[src/rtl/rf_pkg.sv]
`default_nettype none
// ============================================================================
// Module   : rf_pkg
// Purpose  : Shared sizing, types and constants for the integer register file
//            and its pending-write scoreboard.
// Contents : XLEN / NREGS / AW / CNT_W sizing, reg_addr_t, reg_data_t,
//            sb_cnt_t typedefs, REG_ZERO, CNT_MAX and CNT_ONE constants.
// Revision : 1.0 - initial release
// ============================================================================
package rf_pkg;

    localparam int XLEN  = 32;
    localparam int NREGS = 32;
    localparam int AW    = $clog2(NREGS);
    // Up to 2**CNT_W-1 writes to one register may be in flight at once.
    localparam int CNT_W = 2;

    typedef logic [AW-1:0]    reg_addr_t;
    typedef logic [XLEN-1:0]  reg_data_t;
    typedef logic [CNT_W-1:0] sb_cnt_t;

    localparam reg_addr_t REG_ZERO = '0;
    localparam sb_cnt_t   CNT_MAX  = '1;
    localparam sb_cnt_t   CNT_ONE  = sb_cnt_t'(1);

endpackage : rf_pkg
`default_nettype wire

[src/rtl/rf_sb_counter.sv]
`default_nettype none
// ============================================================================
// Module   : rf_sb_counter
// Purpose  : Pending-write counter for one architectural register.
//            Increments on reservation, decrements on write-back, and is
//            cleared by flush. A simultaneous inc and dec cancels out. The
//            count saturates at both ends rather than wrapping.
// Ports    : clk, rst_n     - clock, asynchronous active-low reset
//            i_inc          - reservation of this register accepted
//            i_dec          - write-back to this register
//            i_clr          - flush; overrides i_inc and i_dec
//            o_cnt          - current pending-write count
//            o_err_evt      - write-back arrived with nothing pending
// Revision : 1.0 - initial release
// ============================================================================
module rf_sb_counter
    import rf_pkg::*;
(
    input  logic    clk,
    input  logic    rst_n,
    input  logic    i_inc,
    input  logic    i_dec,
    input  logic    i_clr,
    output sb_cnt_t o_cnt,
    output logic    o_err_evt
);

    sb_cnt_t r_cnt;
    logic    w_zero;
    logic    w_max;

    assign w_zero = (r_cnt == '0);
    assign w_max  = (r_cnt == CNT_MAX);

    always_ff @(posedge clk or negedge rst_n) begin
        if (!rst_n) begin
            r_cnt <= '0;
        end else if (i_clr) begin
            r_cnt <= '0;
        end else if (i_inc && !i_dec) begin
            if (!w_max) begin
                r_cnt <= r_cnt + CNT_ONE;
            end
        end else if (i_dec && !i_inc) begin
            if (!w_zero) begin
                r_cnt <= r_cnt - CNT_ONE;
            end
        end
    end

    // An orphan write-back is flagged even during a flush; the flush only
    // drops bookkeeping, it does not excuse an unexpected write.
    assign o_err_evt = i_dec && !i_inc && w_zero;
    assign o_cnt     = r_cnt;

endmodule : rf_sb_counter
`default_nettype wire

[src/rtl/rf_scoreboard.sv]
`default_nettype none
// ============================================================================
// Module   : rf_scoreboard
// Purpose  : Integer register file with a per-register pending-write
//            scoreboard. Decode reserves rd at issue, the WB write port
//            retires the reservation and updates the array. Generates the
//            decode stall for RAW hazards and for a saturated counter.
// Ports    : clk, rst_n                    - clock, async active-low reset
//            i_wb_wr_reg_en/addr/data      - WB write port
//            i_rs1_addr, i_rs2_addr        - ID source addresses
//            i_rs1_used, i_rs2_used        - ID instruction reads rsN
//            i_rsv_en, i_rsv_addr          - ID issues a write to rd
//            i_flush                       - drop all reservations
//            o_rs1_data, o_rs2_data        - combinational read data
//            o_stall                       - hold ID this cycle
//            o_sb_err                      - sticky orphan write-back flag
// Config   : RF_BYPASS_EN - when defined, a WB write retiring the last
//            pending write of rsN is forwarded to o_rsN_data in the same
//            cycle and does not stall. Undefined: ID waits one cycle more.
// Revision : 1.0 - initial release
// ============================================================================
module rf_scoreboard
    import rf_pkg::*;
(
    input  logic      clk,
    input  logic      rst_n,
    input  logic      i_wb_wr_reg_en,
    input  reg_addr_t i_wb_wr_reg_addr,
    input  reg_data_t i_wb_wr_reg_data,
    input  reg_addr_t i_rs1_addr,
    input  reg_addr_t i_rs2_addr,
    input  logic      i_rs1_used,
    input  logic      i_rs2_used,
    input  logic      i_rsv_en,
    input  reg_addr_t i_rsv_addr,
    input  logic      i_flush,
    output reg_data_t o_rs1_data,
    output reg_data_t o_rs2_data,
    output logic      o_stall,
    output logic      o_sb_err
);

    // x0 has neither storage nor a counter; both arrays start at index 1.
    reg_data_t        w_regs [1:NREGS-1];
    sb_cnt_t          w_cnt  [1:NREGS-1];
    logic [NREGS-1:1] w_err_evt;

    reg_data_t w_rd1;
    reg_data_t w_rd2;
    sb_cnt_t   w_cnt_rs1;
    sb_cnt_t   w_cnt_rs2;
    sb_cnt_t   w_cnt_rsv;
    logic      w_byp1;
    logic      w_byp2;
    logic      w_haz1;
    logic      w_haz2;
    logic      w_full;
    logic      w_stall;
    logic      r_sb_err;

    // ------------------------------------------------------------------
    // Per-register storage and scoreboard counter
    // ------------------------------------------------------------------
    for (genvar gi = 1; gi < NREGS; gi++) begin : g_reg
        reg_data_t r_q;
        logic      w_hit_wb;
        logic      w_hit_rsv;

        assign w_hit_wb  = i_wb_wr_reg_en && (i_wb_wr_reg_addr == reg_addr_t'(gi));
        // A stalled instruction does not issue, so its reservation is dropped.
        assign w_hit_rsv = i_rsv_en && !w_stall && (i_rsv_addr == reg_addr_t'(gi));

        // The array is written even when the write is an orphan or a flush
        // is in progress; only the bookkeeping is affected by those cases.
        always_ff @(posedge clk or negedge rst_n) begin
            if (!rst_n) begin
                r_q <= '0;
            end else if (w_hit_wb) begin
                r_q <= i_wb_wr_reg_data;
            end
        end

        assign w_regs[gi] = r_q;

        rf_sb_counter u_cnt (
            .clk       (clk),
            .rst_n     (rst_n),
            .i_inc     (w_hit_rsv),
            .i_dec     (w_hit_wb),
            .i_clr     (i_flush),
            .o_cnt     (w_cnt[gi]),
            .o_err_evt (w_err_evt[gi])
        );
    end : g_reg

    // ------------------------------------------------------------------
    // Read muxes; address 0 falls through to the zero defaults
    // ------------------------------------------------------------------
    always_comb begin
        w_rd1     = '0;
        w_rd2     = '0;
        w_cnt_rs1 = '0;
        w_cnt_rs2 = '0;
        w_cnt_rsv = '0;
        for (int i = 1; i < NREGS; i++) begin
            if (i_rs1_addr == reg_addr_t'(i)) begin
                w_rd1     = w_regs[i];
                w_cnt_rs1 = w_cnt[i];
            end
            if (i_rs2_addr == reg_addr_t'(i)) begin
                w_rd2     = w_regs[i];
                w_cnt_rs2 = w_cnt[i];
            end
            if (i_rsv_addr == reg_addr_t'(i)) begin
                w_cnt_rsv = w_cnt[i];
            end
        end
    end

    // ------------------------------------------------------------------
    // Write-back forwarding. Only the last outstanding write may be
    // forwarded: with more in flight the value is not yet final.
    // ------------------------------------------------------------------
`ifdef RF_BYPASS_EN
    assign w_byp1 = i_wb_wr_reg_en && (i_wb_wr_reg_addr == i_rs1_addr) &&
                    (i_rs1_addr != REG_ZERO) && (w_cnt_rs1 == CNT_ONE);
    assign w_byp2 = i_wb_wr_reg_en && (i_wb_wr_reg_addr == i_rs2_addr) &&
                    (i_rs2_addr != REG_ZERO) && (w_cnt_rs2 == CNT_ONE);
`else
    assign w_byp1 = 1'b0;
    assign w_byp2 = 1'b0;
`endif

    assign o_rs1_data = w_byp1 ? i_wb_wr_reg_data : w_rd1;
    assign o_rs2_data = w_byp2 ? i_wb_wr_reg_data : w_rd2;

    // ------------------------------------------------------------------
    // Stall: RAW on either source, or rd counter already saturated.
    // The full check ignores a same-cycle WB to rd to keep the path short;
    // the stall simply releases one cycle later.
    // ------------------------------------------------------------------
    assign w_haz1  = i_rs1_used && (i_rs1_addr != REG_ZERO) && (w_cnt_rs1 != '0) && !w_byp1;
    assign w_haz2  = i_rs2_used && (i_rs2_addr != REG_ZERO) && (w_cnt_rs2 != '0) && !w_byp2;
    assign w_full  = i_rsv_en && (i_rsv_addr != REG_ZERO) && (w_cnt_rsv == CNT_MAX);
    assign w_stall = w_haz1 || w_haz2 || w_full;
    assign o_stall = w_stall;

    // Sticky until reset; flush deliberately leaves it alone.
    always_ff @(posedge clk or negedge rst_n) begin
        if (!rst_n) begin
            r_sb_err <= 1'b0;
        end else if (|w_err_evt) begin
            r_sb_err <= 1'b1;
        end
    end

    assign o_sb_err = r_sb_err;

endmodule : rf_scoreboard
`default_nettype wire

[config.mk]
export PLATFORM = sky130hd
export DESIGN_NAME = rf_scoreboard
export DESIGN_NICKNAME = d
export VERILOG_FILES = /design/src/rtl/rf_pkg.sv /design/src/rtl/rf_sb_counter.sv /design/src/rtl/rf_scoreboard.sv
export SDC_FILE = /design/constraint.sdc
export NUM_CORES = 2
export LEC_CHECK = 0
export CORE_ASPECT_RATIO = 0.5
export CORE_UTILIZATION = 25
export DETAILED_ROUTE_END_ITERATION = 7
export GPL_ROUTABILITY_DRIVEN = 1
export HOLD_SLACK_MARGIN = 0.08
export PLACE_DENSITY = 0.39
export SLEW_MARGIN = 20
export SYNTH_ARGS = -nofsm -noshare
export SYNTH_HDL_FRONTEND = slang
export SYNTH_SLANG_ARGS = --single-unit
export TNS_END_PERCENT = 50
[constraint.sdc]
create_clock -name clk -period 6 [get_ports clk]
set_input_delay 1.2 -clock clk [delete_from_list [all_inputs] [get_ports clk]]
set_output_delay 1.2 -clock clk [all_outputs]
set_load 0.02 [all_outputs]
; Word-level counts from Yosys, hierarchy flattened
; Index checks and enable logic that the tools add are counted.
[word_totals]
out_inout_bits = 66
elab_cells = 979
register_bits = 1055
input_bits = 59
[op_classes]
n_eq_ne = 218
n_mux = 310
reduce_logical = 326
add_sub_neg = 62
[ops]
columns = op, count
row1 = $mux 32, 62
row2 = $mux 2, 248
row3 = $eq 5x5->1 const B, 64
row4 = $ne 3x3->1 const B, 62
row5 = $logic_and 1x1->1, 162
row6 = $eq 5x4->1 const B, 32
row7 = $reduce_and 3->1, 31
row8 = $reduce_bool 3->1, 31
row9 = $eq 5x3->1 const B, 16
row10 = $eq 2x2->1 const B, 32
row11 = $logic_not 1->1, 63
row12 = $add 2x1->2 const B, 31
row13 = $logic_not 2->1, 31
row14 = $sub 2x1->2 const B, 31
row15 = $eq 5x2->1 const B, 8
row16 = $reduce_or 31->1, 1
row17 = $eq 5x1->1 const B, 4
row18 = $reduce_bool 5->1, 3
row19 = $reduce_bool 2->1, 2
row20 = $logic_or 1x1->1, 2

; Longest topological paths before layout
[depth]
depth_word = 44
depth_mapped = 17
mapped_depth_nobuf = 11

; Cells and area by module
; Synthesis repeated with hierarchy kept, for this count alone.
[hier_totals]
cells_unflattened = 6737
hier_area_um2 = 60125.2
[by_module_without_submodules]
columns = mod, seq_area_each_um2, area_per_inst_um2, instances, cells_each
row1 = rf_scoreboard, 24848.8, 56091.3, 1, 6334
row2 = rf_sb_counter, 50.0, 130.1, 31, 13

; Least setup slack after synthesis
; No wires, ideal clock.
[synth_timing]
path_kind = in2out
from = input port i_rs1_addr[2]
to = output port o_rs1_data[16]
setup_slack_ns = 0.581
stages = 14
n_path_buf = 3
required_ns = 4.800
arrival_ns = 4.219
cell_sequence = buf_2 > buf_2 > or3b_2 > nor2_1 > clkbuf_1 > a22oi_1 > and3_1 > a31oi_1 > o21ai_0 > a21oi_1 > nor2_1 > o32ai_1 > o211ai_1 > a211oi_1
[synth_between]
elab_chain_len = 32
word_cells_on_any_way = 62
[synth_rtl]
columns = item, line_no
row1 = "start, declared", rf_scoreboard.sv:30  ; input reg_addr_t i_rs1_addr,
row2 = $eq 5x1->1, rf_scoreboard.sv:106  ; if (i_rs1_addr == reg_addr_t'(i)) begin
row3 = $mux 32 (30 in series), rf_scoreboard.sv:106
row4 = $mux 32 *, rf_scoreboard.sv:106
row5 = "end, declared", rf_scoreboard.sv:37  ; output reg_data_t o_rs1_data,
; Mark *: on every way between the ends. The rest lies on a longest branch, timed or not.

; Worst setup path in the final report
[layout_timing]
from = input port i_rs2_addr[4]
to = output port o_rs2_data[26]
[layout_between]
elab_chain_len = 32
word_cells_on_any_way = 62
[layout_rtl]
columns = item, line_no
row1 = "start, declared", rf_scoreboard.sv:31  ; input reg_addr_t i_rs2_addr,
row2 = $eq 5x1->1, rf_scoreboard.sv:110  ; if (i_rs2_addr == reg_addr_t'(i)) begin
row3 = $mux 32 (30 in series), rf_scoreboard.sv:110
row4 = $mux 32 *, rf_scoreboard.sv:110
row5 = "end, declared", rf_scoreboard.sv:38  ; output reg_data_t o_rs2_data,
; Marks and branches as above.

==> impl_metrics.env <==
export IMPL_antenna_found_initial=7
export IMPL_effective_utilization_at_floorplan_pct=25.3
export IMPL_edff_count_synth=0
export IMPL_max_clock_path_buffers=3
export IMPL_grt_pass1_vias=53700
export IMPL_ys_flop_type="dfrtp_1"
export IMPL_fill_cells=23900
export IMPL_main_combinational_cell_family_by_area_after_synthesis="compound AO/OA/AOI/OAI gates"
export IMPL_cts_tree="yes"
export IMPL_comb_pwr_share_pct=18.1
export IMPL_maximum_number_of_pins_on_one_net_before_global_route_repair=144
export IMPL_synth_warnings=0
export IMPL_syn_instance_count=6288
export IMPL_cellLeakagePower_nw=32.4
export IMPL_synth_seq_area_share_pct=45.4
export IMPL_die_width_um=684
export IMPL_globalRoute_totalOverflow=0
export IMPL_placedCellCount=9740
export IMPL_critPathRequiredTime_ps=4800
export IMPL_fp_dieH_um=343
export IMPL_syn_num_nets=6347
export IMPL_synth_cells_most_frequent="nand2_1, dfrtp_1, mux2_2"
export IMPL_layout_worst_path_cycle_share_pct=99.7
export IMPL_p_switching_mw=6.71
export IMPL_post_drt_via_cell_ratio=5.53
export IMPL_dp_final_hpwl_mm=218
export IMPL_p_seq_share_pct=45.1
export IMPL_max_cap_viol_count=0
export IMPL_core_region_area_um2=230000
export IMPL_min_path_type="flip-flop to flip-flop"
export IMPL_buffer_ports_inserted=124
export IMPL_average_size_of_a_mapped_cell_um2=9.24
export IMPL_worst_path_class_setup="input port to output port"
export IMPL_area_growth_pct=25.5
export IMPL_mux_cell_area_share_after_synthesis_pct=15.8
export IMPL_post_synth_top_area_cell="dfrtp_1"
export IMPL_synthAdderAreaFrac_pct=0
export IMPL_ys_top_cells_by_area="dfrtp_1, mux2_2, nand2_1"
export IMPL_drt_first_iter_violations=6099
export IMPL_cts_hold_buf=0
export IMPL_num_nets_final=6834
export IMPL_post_synth_instance_area_um2=58100
export IMPL_wl_per_cell_um=29.5
export IMPL_synthesized_area_fraction_occupied_by_ao_oa_aoi_and_oai_cells_pct=18.9
export IMPL_hold_path_cell_count=2
export IMPL_finalWorstPathRequiredPeriod_ps=5980
export IMPL_final_setup_skew_ps=14.2
export IMPL_synth_simple_gate_area_share_pct=15.9
export IMPL_route_final_wire_length_mm=294
export IMPL_grt_setup_unrepaired="false"
export IMPL_insertion_delay_ps=730
export IMPL_startpoint_class_of_the_critical_path="input port"
export IMPL_synth_seq_cells=1055
export IMPL_seqCellArea_um2=26400
export IMPL_drt_first_pass_iters=6
export IMPL_dieArea_um2=235000
export IMPL_num_rows=124
export IMPL_synth_cell_type_count=93
export IMPL_drive_above_1_share_pct=28.4
export IMPL_grt_pass1_wl_mm=420
export IMPL_synth_async_reset_ratio_pct=100
export IMPL_most_instantiated_library_cell_after_synthesis="nand2_1"
export IMPL_maxSlewHeadroom_pct=31.4
export IMPL_reg2regPathDepth=13
export IMPL_cts_max_level=3
export IMPL_finalHoldViolations=0
export IMPL_p_per_area_nw_per_um2=293
export IMPL_final_max_slew_viol_count=0
export IMPL_slowest_delay_ps=550
export IMPL_drt_drc_violations_left=0
export IMPL_power_internal_mw=14.6
export IMPL_vdd_ir_drop_max_mv=0.277
export IMPL_critPathArrivalTime_ps=4780
export IMPL_numCtsBuffers=115
export IMPL_switching_share_pct=31.4
export IMPL_power_clock_fraction_pct=36.8
export IMPL_worst_setup_path_end_kind="output port"
export IMPL_clkTransAtPathRegs_ps=60
export IMPL_cp_cell_sequence="clkdlybuf4s50_1, buf_12, buf_4, nor2b_2, buf_4, nand2_1, nor2_1, buf_4, nor2_1, o221ai_1, a22oi_1, o221ai_2, a31oi_1, buf_4, o31ai_2, nand2_1, clkdlybuf4s50_1"
export IMPL_final_core_utilization_pct=31.7
export IMPL_power_mw=21.3
export IMPL_antenna_violating_nets_post_route=0
export IMPL_critPathMaxFanout=8
export IMPL_grt_usage_pct=24.5
export IMPL_num_vias=55100
export IMPL_setup_viol=0
export IMPL_xor_xnor_fraction_of_synth_area_pct=0.0603
export IMPL_worst_path_max_delay_cell="clkdlybuf4s50_1"
export IMPL_numClockSinks=1055
export IMPL_worst_pin_slew_ps=1030
export IMPL_fmax_ghz=0.167
export IMPL_ios=125
export IMPL_synth_top_area_share_pct=45.4
export IMPL_crit_path_frequent_cell="buf_4"
export IMPL_gp_congestion=0.910
export IMPL_final_non_filler_cells=9962
export IMPL_timing_setup_tns_ps=0
export IMPL_outcome="finished clean"
export IMPL_multi_input_comb_area_um2=30300
export IMPL_clock_root_buffer_master="clkbuf_16"
==> layer usage <==
layer  share of wire (%)  vias to the layer above  global-route usage, %
met5                   0                        -                      0
met4                 2.3                        0                   5.56
met3                 6.5                      298                   3.41
met2                  43                     2125                   36.9
met1                  48                    28800                   36.7
li1                    -                    23900                      -
==> area by class of cell <==
cell class	count	share of cell area [%]
clock inverters	50	0.940
repair buffers	921	11.3
flip-flops and latches	1055	36.2
inverters	23	0.118
well taps	3087	5.30
clock buffers	162	4.64
diodes	5	0.0172
multi-input cells	4659	41.5
==> timing repair <==
action | 4_1_cts | 5_1_grt
gates cloned | 0 | 0
gates resized for setup | 137 | 48
buffers inserted | 3 | 3
pin swaps | 36 | 24
setup endpoints to repair | 59 | 52
==> critical path, delay by kind of cell <==
family	cells	cell delay, ps
AND/OR/NAND/NOR	5	730
buffers and inverters	7	1820
AO/OA/AOI/OAI	5	1010
==> logic make-up (layout without fill, tap and decap cells) <==
kind of cell / count (synthesis) / after routing
AND/OR/NAND/NOR: 2179 / 2179
AO/OA/AOI/OAI: 1652 / 1652
flip-flops: 1055 / 1055
multiplexers: 824 / 824
buffers and inverters: 574 / 1156
XOR/XNOR: 4 / 4
other: 0 / 5
==> power groups by stage <==
| stage | registers (mW) | clock network, mW | logic [mW] |
|---|---|---|---|
| 6_report | 9.62 | 7.85 | 3.87 |
| 4_1_cts | 9.60 | 8.03 | 3.85 |
| 5_1_grt | 9.78 | 8.31 | 4.18 |
| 2_1_floorplan | 9.22 | 0 | 2.27 |
| 3_3_place_gp | 9.73 | 0 | 3.76 |
| 3_5_place_dp | 9.72 | 0 | 3.81 |
==> sequential cells by signal, indices dropped and copies added (netlist names) <==
register	flops
g.u_cnt.o_cnt	62
o_sb_err	1
g.r_q	992
==> through the flow <==
step / cell area, um^2 / hold slack (ps) / setup WS (ps)
after floorplan: 58100 / 457 / 581
after global placement: 68300 / 481 / -651
after detailed placement: 68300 / 487 / -647
after CTS: 72700 / 502 / -160
after global routing: 72900 / 519 / 2.24
final: 72900 / 503 / 18.9
==> worst paths after layout <==
path | start | end | slack, ps
hold reg to reg | g_reg[31].r_q[21]$_DFFE_PN0P_ | g_reg[31].r_q[21]$_DFFE_PN0P_ | 500
max in group asynchronous | rst_n | g_reg[21].r_q[27]$_DFFE_PN0P_ | 3960
min in group asynchronous | rst_n | g_reg[1].r_q[12]$_DFFE_PN0P_ | 510
setup reg to reg | g_reg[26].u_cnt.o_cnt[1]$_DFFE_PN0P_ | o_sb_err$_DFFE_PN0P_ | 1910
setup / recovery | i_rs2_addr[4] | o_rs2_data[26] | 20
hold / removal | g_reg[31].r_q[21]$_DFFE_PN0P_ | g_reg[31].r_q[21]$_DFFE_PN0P_ | 500
==> cells in the final DEF, fill, tap and decap left out, types with 49 or more instances in the layout <==
cell type,synthesis,layout
a211oi_1,85,76
a21oi_1,291,280
a221oi_1,80,77
a22oi_1,235,232
a31oi_1,68,57
buf_12,0,88
buf_4,2,740
clkbuf_16,0,116
clkdlybuf4s50_1,0,49
dfrtp_1,1055,1055
mux2_2,693,693
mux2i_1,124,124
nand2_1,1357,1339
nand3_1,66,60
nor2_1,363,318
nor3_1,121,118
o21ai_0,340,312
o221ai_1,87,82
o22ai_1,218,216
Note: power is estimated with default switching activity, not from simulation.
